## src/rtl/led_recv.sv

```systemverilog
// Serial LED-strip receiver: synchronises cki/sdi, detects the 32-zero start frame,
// unpacks LED_NUM 32-bit LED frames and checks the all-ones end frame.
// Optional error counter output enabled by defining LED_RECV_ERR_CNT_EN.
module led_recv #(
    parameter int LED_NUM     = 4,
    parameter int TIMEOUT_CNT = 64
) (
    input  logic        clk,
    input  logic        rstn,
    input  logic        cki,
    input  logic        sdi,
    output logic        wr,
    output logic [23:0] led_data,
    output logic [4:0]  led_bright,
    output logic [10:0] led_idx,
    output logic        frame_done,
    output logic        frame_err,
    output logic        busy
`ifdef LED_RECV_ERR_CNT_EN
    ,
    output logic [7:0]  err_cnt
`endif
);

    localparam int               TO_W     = $clog2(TIMEOUT_CNT + 1);
    localparam logic [TO_W-1:0]  TO_MAX   = TO_W'(TIMEOUT_CNT);
    localparam logic [TO_W-1:0]  TO_LAST  = TO_W'(TIMEOUT_CNT - 1);
    localparam logic [10:0]      LAST_IDX = 11'(LED_NUM - 1);

    typedef enum logic [1:0] {IDLE, SYNC, DATA, END} state_t;

    function automatic logic [5:0] bit_next(input logic [5:0] cnt);
        return (cnt == 6'd31) ? 6'd0 : cnt + 6'd1;
    endfunction

    function automatic logic [TO_W-1:0] to_sat_inc(input logic [TO_W-1:0] cnt);
        return (cnt == TO_MAX) ? cnt : cnt + 1'b1;
    endfunction

    state_t           state;
    logic             cki_p0, cki_p1, cki_p2;
    logic             sdi_p0, sdi_p1;
    logic             rise, bit_in;
    logic [30:0]      shreg;
    logic [31:0]      frame_word;
    logic [5:0]       bit_cnt, zero_cnt;
    logic [10:0]      frame_cnt;
    logic [TO_W-1:0]  to_cnt;
    logic             end_ok;

    // Stage p0/p1: two-flop synchronisers; p2: cki edge detector
    always_ff @(posedge clk or negedge rstn) begin
        if (!rstn) begin
            cki_p0 <= 1'b1;
            cki_p1 <= 1'b1;
            cki_p2 <= 1'b1;
            sdi_p0 <= 1'b0;
            sdi_p1 <= 1'b0;
        end else begin
            cki_p0 <= cki;
            cki_p1 <= cki_p0;
            cki_p2 <= cki_p1;
            sdi_p0 <= sdi;
            sdi_p1 <= sdi_p0;
        end
    end

    assign rise       = cki_p1 & ~cki_p2;
    assign bit_in     = sdi_p1;
    assign frame_word = {shreg, bit_in};
    assign busy       = (state != IDLE);

    always_ff @(posedge clk or negedge rstn) begin
        if (!rstn) begin
            state      <= IDLE;
            shreg      <= '0;
            bit_cnt    <= '0;
            zero_cnt   <= '0;
            frame_cnt  <= '0;
            to_cnt     <= '0;
            end_ok     <= 1'b0;
            wr         <= 1'b0;
            frame_done <= 1'b0;
            frame_err  <= 1'b0;
            led_data   <= '0;
            led_bright <= '0;
            led_idx    <= '0;
        end else begin
            wr         <= 1'b0;
            frame_done <= 1'b0;
            frame_err  <= 1'b0;
            if (state == IDLE) begin
                to_cnt <= '0;
                if (zero_cnt == 6'd32) begin
                    zero_cnt <= '0;
                    state    <= SYNC;
                end else if (rise) begin
                    zero_cnt <= bit_in ? 6'd0 : zero_cnt + 6'd1;
                end
            end else if (!rise) begin
                // No cki edge while a transfer is open: abort once the budget is spent
                if (to_cnt == TO_LAST) begin
                    frame_err <= 1'b1;
                    bit_cnt   <= '0;
                    zero_cnt  <= '0;
                    frame_cnt <= '0;
                    to_cnt    <= '0;
                    state     <= IDLE;
                end else begin
                    to_cnt <= to_sat_inc(to_cnt);
                end
            end else begin
                to_cnt <= '0;
                case (state)
                    SYNC: begin
                        if (bit_in) begin
                            shreg   <= 31'd1;
                            bit_cnt <= 6'd1;
                            state   <= DATA;
                        end
                    end
                    DATA: begin
                        shreg   <= frame_word[30:0];
                        bit_cnt <= bit_next(bit_cnt);
                        if (bit_cnt == 6'd31) begin
                            if (frame_word[31:29] == 3'b111) begin
                                wr         <= 1'b1;
                                led_data   <= frame_word[23:0];
                                led_bright <= frame_word[28:24];
                                led_idx    <= frame_cnt;
                                if (frame_cnt == LAST_IDX) begin
                                    end_ok <= 1'b1;
                                    state  <= END;
                                end else begin
                                    frame_cnt <= frame_cnt + 11'd1;
                                end
                            end else begin
                                frame_err <= 1'b1;
                                frame_cnt <= '0;
                                state     <= IDLE;
                            end
                        end
                    end
                    END: begin
                        bit_cnt <= bit_next(bit_cnt);
                        end_ok  <= end_ok & bit_in;
                        if (bit_cnt == 6'd31) begin
                            frame_done <= end_ok & bit_in;
                            frame_err  <= ~(end_ok & bit_in);
                            frame_cnt  <= '0;
                            state      <= IDLE;
                        end
                    end
                    default: state <= IDLE;
                endcase
            end
        end
    end

`ifdef LED_RECV_ERR_CNT_EN
    function automatic logic [7:0] sat_inc8(input logic [7:0] cnt);
        return (cnt == 8'hFF) ? cnt : cnt + 8'd1;
    endfunction

    always_ff @(posedge clk or negedge rstn) begin
        if (!rstn)
            err_cnt <= '0;
        else if (frame_err)
            err_cnt <= sat_inc8(err_cnt);
    end
`endif

endmodule

```

## config.mk

```make
export PLATFORM = sky130hd
export DESIGN_NAME = led_recv
export DESIGN_NICKNAME = d
export VERILOG_FILES = /design/src/rtl/led_recv.sv
export SDC_FILE = /design/constraint.sdc
export NUM_CORES = 1
export LEC_CHECK = 0
export ABC_AREA = 0
export CORE_MARGIN = 1
export CORE_UTILIZATION = 56
export CTS_CLUSTER_SIZE = 20
export DETAILED_ROUTE_END_ITERATION = 16
export HOLD_SLACK_MARGIN = 0.08
export PLACE_DENSITY = 0.77
export SYNTH_ARGS = -nofsm -noshare
export SYNTH_HDL_FRONTEND = slang
export SYNTH_SLANG_ARGS = --single-unit
```

## constraint.sdc

```tcl
create_clock -name clk -period 5 [get_ports clk]
set_input_delay 1 -clock clk [delete_from_list [all_inputs] [get_ports clk]]
set_output_delay 1 -clock clk [all_outputs]
set_load 0.01 [all_outputs]
```

==> impl_metrics.yaml <==
critical_path:
  cp.required_ps: 4000
  crit_fanout: 9
  r2r_slack_ps: 1960
  startpoint_type: "flop"
  end_kind: "primary output"
  worst_r2r_path_depth: 8
  arrival_ps: 2050
  path_class: "reg -> out"
  r2r_start: "state[0]"
  crit-reg2reg-capture: "frame_cnt[7]"
power:
  p_sw_share_pct: 25.3
  powerDensity_nw_per_um2: 265
  switching_power_uw: 385
  share_clk_of_total_power_pct: 32.9
  power_leakage_uw: 0.00271
  peakVddDrop_mv: 0.177
  power_frac_seq_pct: 61.5
  intPower_uw: 1140
  power_frac_comb_pct: 5.5
floorplanning:
  dieArea_um2: 9350
  rows: 34
  core-area_um2: 8720
  start_util_pct: 57.6
  ioPinCount: 48
  die_w_um: 96.7
  fp.dieH_um: 96.7
global_routing:
  grt_max_degree: 86
  gr-total-overflow: 0
  antenna_found_initial: 0
  grt_pass1_wl_mm: 16.7
  grt_pass1_vias: 3621
  track_usage_pct: 21.6
clock_network:
  hold_buffers: 0
  cts.clk_slew.worst_paths_ps: 110
  cts_setup_buffers: 0
  cts_resized: 0
  clk_latency_ps: 370
  h-tree-depth: 3
  numCtsBuffers: 9
  ctsLongestPathBuffers: 2
  root_buffer: "clkbuf_8"
  cts_tree: "done"
  numClockSinks: 112
finish:
  layout.nets: 525
  fillers: 662
  antenna-diode-count: 0
  area_growth_pct: 14.2
  drive_gt1_share_pct: 14.4
  design_area_um2: 5730
drt:
  vias: 3610
  drc: 0
  drtPass1Iterations: 5
  routedWlPerCell_um: 15.3
  antenna_left: 0
  viasPerCell: 5.79
  wirelength_mm: 9.55
  initialDrtViolationCount: 155
min_path:
  min-delay-start: "cki_p0"
  hold_path_class: "reg -> reg"
  hold_path_depth: 0
  worstHoldEndpoint: "cki_p1"
timing:
  worstMarginPinSlew_ps: 1110
  hold_violations: 0
  fin_setup_tns_ps: 0
  final_max_slew_viol_count: 0
  period_share_pct: 61.0
  grt_setup_unrepaired: "no"
  skew_ps: 18.6
  finalSetupViolations: 0
  relSlewSlack_pct: 25.4
  fmax_ghz: 0.328
  period_needed_ps: 3050
logic_synthesis:
  syn-num-nets: 485
  synth_ff_type: "dfrtp_1"
  synth_area_um2: 5020
  yosys_warnings: 0
  postSynthCellCount: 470
  seq_area_frac_synth_pct: 55.9
  ys_types: 52
  synth_edf_count: 0
  synth.avg_cell_area_um2: 10.7
  async_reset_ff_share_pct: 100
  ys_ff_latch: 112
placed_design:
  place_congestion: 0.822
  io_buffers: 47
  dp_hpwl_mm: 6.35
  place_area_um2: 5550
flow_run:
  maxCapViolations: 0
run_status:
  outcome: "finished, final reports clean"
==> stage by stage <==
step | power (uW) | worst slack (ps) | util (%) | instances | hold slack (ps)
6_report | 1520 | 1950 | 65.7 | 623 | 373
3_5_place_dp | 1040 | 1970 | 63.7 | 607 | 348
4_1_cts | 1530 | 1940 | 65.7 | 623 | 377
3_3_place_gp | 1040 | 2060 | 63.7 | 607 | 342
5_1_grt | 1580 | 1730 | 65.7 | 623 | 381
2_1_floorplan | 1000 | 2900 | - | 470 | 331
==> registers in the layout, indices dropped and copies added (netlist names) <==
name and count:
shreg 31, led_data 24, frame_cnt 11, led_idx 11
to_cnt 7, bit_cnt 6, zero_cnt 6, led_bright 5
state 2, bit_in 1, cki_p0 1, cki_p1 1
cki_p2 1, end_ok 1, frame_done 1, frame_err 1
sdi_p0 1, wr 1
==> power groups by stage <==
stage | logic [uW] | clock network (uW) | registers (uW)
finish | 84.4 | 501 | 936
global route | 98.7 | 542 | 938
CTS | 86.3 | 511 | 935
detailed placement | 85.8 | 0 | 953
global placement | 83.3 | 0 | 952
floorplan | 54.0 | 0 | 948
==> layout make-up <==
cell class                 instances  area, um^2  share of cell area, %
clock buffer                      10         128                   2.23
timing repair buffer              51         498                   8.69
tap                              108         135                   2.36
clock inverter                     6        51.3                  0.895
sequential                       112        2810                   49.0
inverter                          13        48.8                  0.851
multi-input combinational        323        2060                   36.0
==> kinds of logic after synthesis <==
family	Yosys count	synth area share, %
and+or+nand+nor	198	19.3
DFF	112	55.9
AOI/OAI and AO/OA	70	9.17
muxes	41	9.17
buffers and inverters	35	3.19
adders and majority gates	11	2.74
xor gates and xnor gates	3	0.523
==> how the worst max path moves through the flow <==
stage	cells past startpoint	to	from	slack [ps]
after floorplan	8	led_bright[4]	state[0]	2900
after global placement	8	frame_cnt[7]	state[0]	2060
after detailed placement	8	frame_cnt[6]	state[0]	1970
after CTS	4	busy	state[1]	1940
after global routing	8	frame_cnt[7]	state[0]	1730
final	4	busy	state[1]	1950
==> metal layers <==
layer	up-vias	track usage, %	wire, um
li1	1715	-	-
met5	-	0	0
met3	10	4.62	349
met4	0	5.17	101
met1	1796	29.4	4420
met2	89	35.5	4680
==> Yosys cell counts, drive strengths merged (2+ instances only) <==
master / instances / area share [%]
inv: 13 / 0.97
nand2: 85 / 6.4
a21oi: 9 / 0.90
o21ai: 29 / 3.0
nand2b: 8 / 1.1
nor2b: 5 / 0.62
dfstp: 3 / 1.6
o211ai: 3 / 0.45
xnor2: 2 / 0.35
mux2: 40 / 9.0
a31oi: 3 / 0.37
a21o: 4 / 0.60
clkbuf: 11 / 0.82
or2: 3 / 0.37
nand3: 48 / 4.8
nand3b: 3 / 0.45
nor3: 7 / 1.0
or3: 2 / 0.25
ha: 11 / 2.7
and4: 2 / 0.35
and3: 6 / 0.75
o31ai: 11 / 1.6
buf: 11 / 1.4
nor2: 17 / 1.3
dfrtp: 109 / 54
o41ai: 4 / 0.85
nor4: 6 / 0.75
==> placed cells by master (no fill, tap or decap), types with 4 or more instances in the layout <==
cell,synthesis,layout
nand3_1,48,48
dfrtp_1,109,109
buf_4,0,5
ha_1,11,11
and3_1,6,6
mux2_2,39,39
o21ai_0,27,27
nor4_1,6,6
clkdlybuf4s50_1,0,46
nand2_1,85,85
nor2_1,17,17
inv_1,13,13
nor2b_1,5,5
clkbuf_8,0,9
a21o_1,4,4
o31ai_1,11,11
nor3_1,5,5
a21oi_1,9,8
nand2b_1,7,7
==> worst max-delay path: stages, from the launching register on <==
cell and delay (ps):
dfrtp_1 410, inv_1 120, ha_1 380, inv_1 230, clkdlybuf4s50_1 530
Power figures use the tool's default switching activity.
==> patch 1 (same flow settings) <==
`TIMEOUT_CNT`: 64 -> 256.
--- a/src/rtl/led_recv.sv
+++ b/src/rtl/led_recv.sv
@@ -5,3 +5,3 @@
     parameter int LED_NUM     = 4,
-    parameter int TIMEOUT_CNT = 64
+    parameter int TIMEOUT_CNT = 256
 ) (
Function: same outputs for any inputs over 10 cycles, from zero or initial values and one cycle with rstn low; that may be too few to reach the edited logic, so the function may still have changed.
==> patch 1 against the original RTL <==
Worst setup slack worse by 0.081 ns; cell area up 7.4%; highest routed layer unchanged; sequential cell count up 2; area after synthesis up 1.3%; die area up 1.3%; synthesized cell count up 0.85%; routed wire length up 3.7%.
Power is not compared: it rests on default switching activity, and its combinational part moved more than twofold at a synthesized area within 25%.
==> patch 1: results <==
{
  "worst-slew-pin-transition_ns": 1.055,
  "clk_pin_slew_ns": 0.06,
  "reg_top3": "shreg: 31 flops, led_data: 24 flops",
  "critPathTopFamily": "buffers and inverters",
  "cts_resized": 0,
  "drive_above_1_share_pct": 16.07,
  "met1_usage_pct": 31.77,
  "synthArstFlopShare_pct": 100.0,
  "ys_seq_area_share_pct": 56.13,
  "fin_skew_ns": 0.01021,
  "nFillCells": 634,
  "detail_route.wl_per_cell_microns": 15.41,
  "cts_setup_buffers": 0,
  "place_ws_ns": 2.017,
  "wl_met2_microns": 4939,
  "reg2reg_depth": 5,
  "r2r_start": "cki_p1$_DFF_PN1_",
  "synthXorXnorAreaFrac_pct": 0.8606,
  "clk-insertion-delay-late_ns": 0.51,
  "grtUsageTotal_pct": 23.61,
  "drt-met1-wl_microns": 4522,
  "synthDistinctLibCells": 48,
  "gr-usage-met2_pct": 36.89,
  "synth_compound_gate_area_share_pct": 12.00,
  "ys_warn_count": 0,
  "synthTopCellsByCount": "dfrtp_1, nand2_1, o21ai_0, mux2_2, nor2_1",
  "cp_max_fo": 7,
  "use_met3_pct": 6.043,
  "status": "finished clean",
  "worst_r2r_endpoint": "led_data[16]$_DFFE_PN0P_",
  "critPathArrivalTime_ns": 2.13,
  "cpPeakStageDelay_ns": 0.58,
  "htreeDepth": 4,
  "num-nets-final": 537,
  "synth_area_leaders": "dfrtp_1, mux2_2, nand2_1, o21ai_0, o31ai_1",
  "synth_cells": 474,
  "cts_buffers": 17,
  "p_leak_nw": 2.725,
  "first_pass_iters": 4,
  "viasPerCell": 5.807,
  "min_from": "cki_p0$_DFF_PN1_",
  "hold_end": "cki_p1$_DFF_PN1_",
  "port_buffers": 47,
  "mappedNetlistNets": 489,
  "synth_mux_area_share_pct": 9.245,
  "wl_met3_microns": 358,
  "hpwl_microns": 6151,
  "yosys.area_share.adder_pct": 2.705,
  "drtIter0Drc": 165,
  "hold_depth": 0,
  "grt_pass1_wl_microns": 17750,
  "holdWs_ns": 0.3624,
  "grt_max_degree": 87,
  "startpoint": "state[0]$_DFFE_PN0P_",
  "fin_crit_sh_pct": 62.63,
  "routabilityCongestion": 0.8665,
  "placed_cells": 611,
  "vias": 3734,
  "r2r_setup_slack_ns": 2.08
}
patch 1: cell count changes after synthesis, moves of 3 or more:
cell and change:
nand3_1 -29, o21ai_0 +21, o31ai_1 +9, nor4_1 -6, o21ai_1 +5, a21o_1 -4
buf_2 -4, nand2_1 -4, nor2_1 +4, a21oi_1 -3, nand4_1 +3, or4_1 +3
xor2_1 +3
patch 1: layout make-up:
type                    instances  area (sq um)  share of cell area, %
flip-flops and latches        114          2856                  46.40
multi-input cells             326          2076                  33.72
repair buffers                 50         490.5                  7.967
clock buffers                  17         414.1                  6.728
clock inverters                15         135.1                  2.195
well taps                     108         135.1                  2.195
inverters                      13         48.80                 0.7927
patch 1: per-stage QoR:
stage	area, sq um	total power (W)
6_report	6156	0.002069
2_1_floorplan	5089	0.0009696
3_3_place_gp	5607	0.0009925
4_1_cts	6156	0.002092
5_1_grt	6156	0.002141
3_5_place_dp	5607	0.0009941
==> patch 2 (same flow settings) <==
Made on the original files. The 4 states of `state_t` get a one-hot encoding in 4 bits.
--- a/src/rtl/led_recv.sv
+++ b/src/rtl/led_recv.sv
@@ -29,3 +29,3 @@
 
-    typedef enum logic [1:0] {IDLE, SYNC, DATA, END} state_t;
+    typedef enum logic [3:0] {IDLE = 4'b0001, SYNC = 4'b0010, DATA = 4'b0100, END = 4'b1000} state_t;
 
Function: same outputs for any inputs over 10 cycles, from zero or initial values and one cycle with rstn low; not proved beyond that.
==> patch 2 against the original RTL <==
Non-clock buffer count fell by 1; worst setup slack got worse by 0.17 ns; worst hold slack got worse by 0.024 ns; routed wire length rose by 2.7%; clock skew barely moved; highest routed layer unchanged; area after synthesis rose by 1.1%; sequential cell count rose by 2; count of clock-buffer cells in the layout rose by 7; fmax fell by 5.3%; cell area rose by 7.1%.
Power is not compared: it rests on default switching activity, and its combinational part moved more than twofold at a synthesized area within 25%.
==> patch 2: results <==
{
  "first_pass_iters": 4,
  "use_met3_pct": 7.050,
  "viasPerCell": 5.722,
  "drive_above_1_share_pct": 10.53,
  "wl_met3_microns": 350,
  "netlist.top_cell.by_area": "dfrtp_1",
  "placed_area_sq_um": 5594,
  "wl_met2_microns": 4816,
  "num-nets-final": 529,
  "worst_r2r_endpoint": "led_data[2]$_DFFE_PN0P_",
  "grt_max_degree": 83,
  "critPathArrivalTime_ns": 2.22,
  "cpPeakStageDelay_ns": 0.55,
  "wl_microns": 9806,
  "hold_path_class": "flip-flop to flip-flop",
  "synth_compound_gate_area_share_pct": 12.40,
  "synthDistinctLibCells": 50,
  "routabilityCongestion": 0.8132,
  "met1_usage_pct": 29.31,
  "hpwl_microns": 6276,
  "grtUsageTotal_pct": 22.58,
  "htreeDepth": 4,
  "final_cells": 640,
  "synthTopCellsByCount": "dfrtp_1, nand2_1, o21ai_0, mux2_1, nor2_1",
  "clk-insertion-delay-late_ns": 0.52,
  "grt_pass1_vias": 3632,
  "fin_skew_ns": 0.01808,
  "synth_mux_area_share_pct": 9.315,
  "cp_max_fo": 12,
  "synthXorXnorAreaFrac_pct": 0.6900,
  "r2r_setup_slack_ns": 2.19,
  "drtIter0Drc": 189,
  "nFillCells": 644,
  "synth_area_leaders": "dfrtp_1, mux2_1, nand2_1, o21ai_0, dfstp_2",
  "worst-slew-pin-transition_ns": 1.013,
  "r2r_start": "state[2]$_DFFE_PN0P_",
  "drt-met1-wl_microns": 4441,
  "clk_pin_slew_ns": 0.06,
  "yosys.area_share.adder_pct": 1.479,
  "grt_pass1_wl_microns": 17040,
  "reg2reg_depth": 5,
  "cts_buffers": 17,
  "placed_cells": 608,
  "avgSynthCellArea_sq_um": 10.69,
  "ys_seq_area_share_pct": 56.28,
  "multi_input_area_sq_um": 2062,
  "status": "finished clean",
  "gr-usage-met2_pct": 35.92,
  "p_leak_nw": 2.782,
  "crit_slowest_cell": "dfrtp_1"
}
patch 2: cell types whose count changed in the layout (fill, tap and decap cells not counted), sizes merged, moves of 3 or more:
cell	unedited run	this run
nand3	48	20
o21ai	29	61
ha	11	6
clkinvlp	0	4
a31oi	3	9
o41ai	4	1
a22o	0	4
nor2	17	21
a21oi	9	4
clkbuf	10	17
nand2	85	82
patch 2: through the flow:
| stage | hold WS (ns) | total power (W) | setup slack (ns) |
|---|---|---|---|
| after global placement | 0.3341 | 0.001291 | 2.311 |
| after floorplan | 0.3312 | 0.001226 | 2.851 |
| final | 0.3489 | 0.002402 | 1.780 |
| after CTS | 0.3482 | 0.002412 | 1.784 |
| after global routing | 0.3516 | 0.002501 | 1.680 |
| after detailed placement | 0.3355 | 0.001305 | 2.197 |
patch 2: layout make-up:
type                    instances  share of cell area, %
clock buffers                  17                  6.744
inverters                      13                 0.7946
repair buffers                 50                  7.987
clock inverters                15                  2.160
multi-input cells             323                  33.58
well taps                     108                  2.200
flip-flops and latches        114                  46.54
patch 2: worst min-delay path by stage:
stage	endpoint	from	cells after the start
floorplan	bit_in$_DFF_PN0_	sdi_p0$_DFF_PN0_	0
global placement	bit_in$_DFF_PN0_	sdi_p0$_DFF_PN0_	0
detailed placement	bit_in$_DFF_PN0_	sdi_p0$_DFF_PN0_	0
CTS	bit_in$_DFF_PN0_	sdi_p0$_DFF_PN0_	0
global route	bit_in$_DFF_PN0_	sdi_p0$_DFF_PN0_	0
finish	bit_in$_DFF_PN0_	sdi_p0$_DFF_PN0_	0
patch 2: power breakdown:
group	switching, W	leakage [nW]	internal, W
clock network	0.000447	0.261	0.000661
logic	0.000163	0.952	0.000111
registers	0.0000599	1.57	0.000960
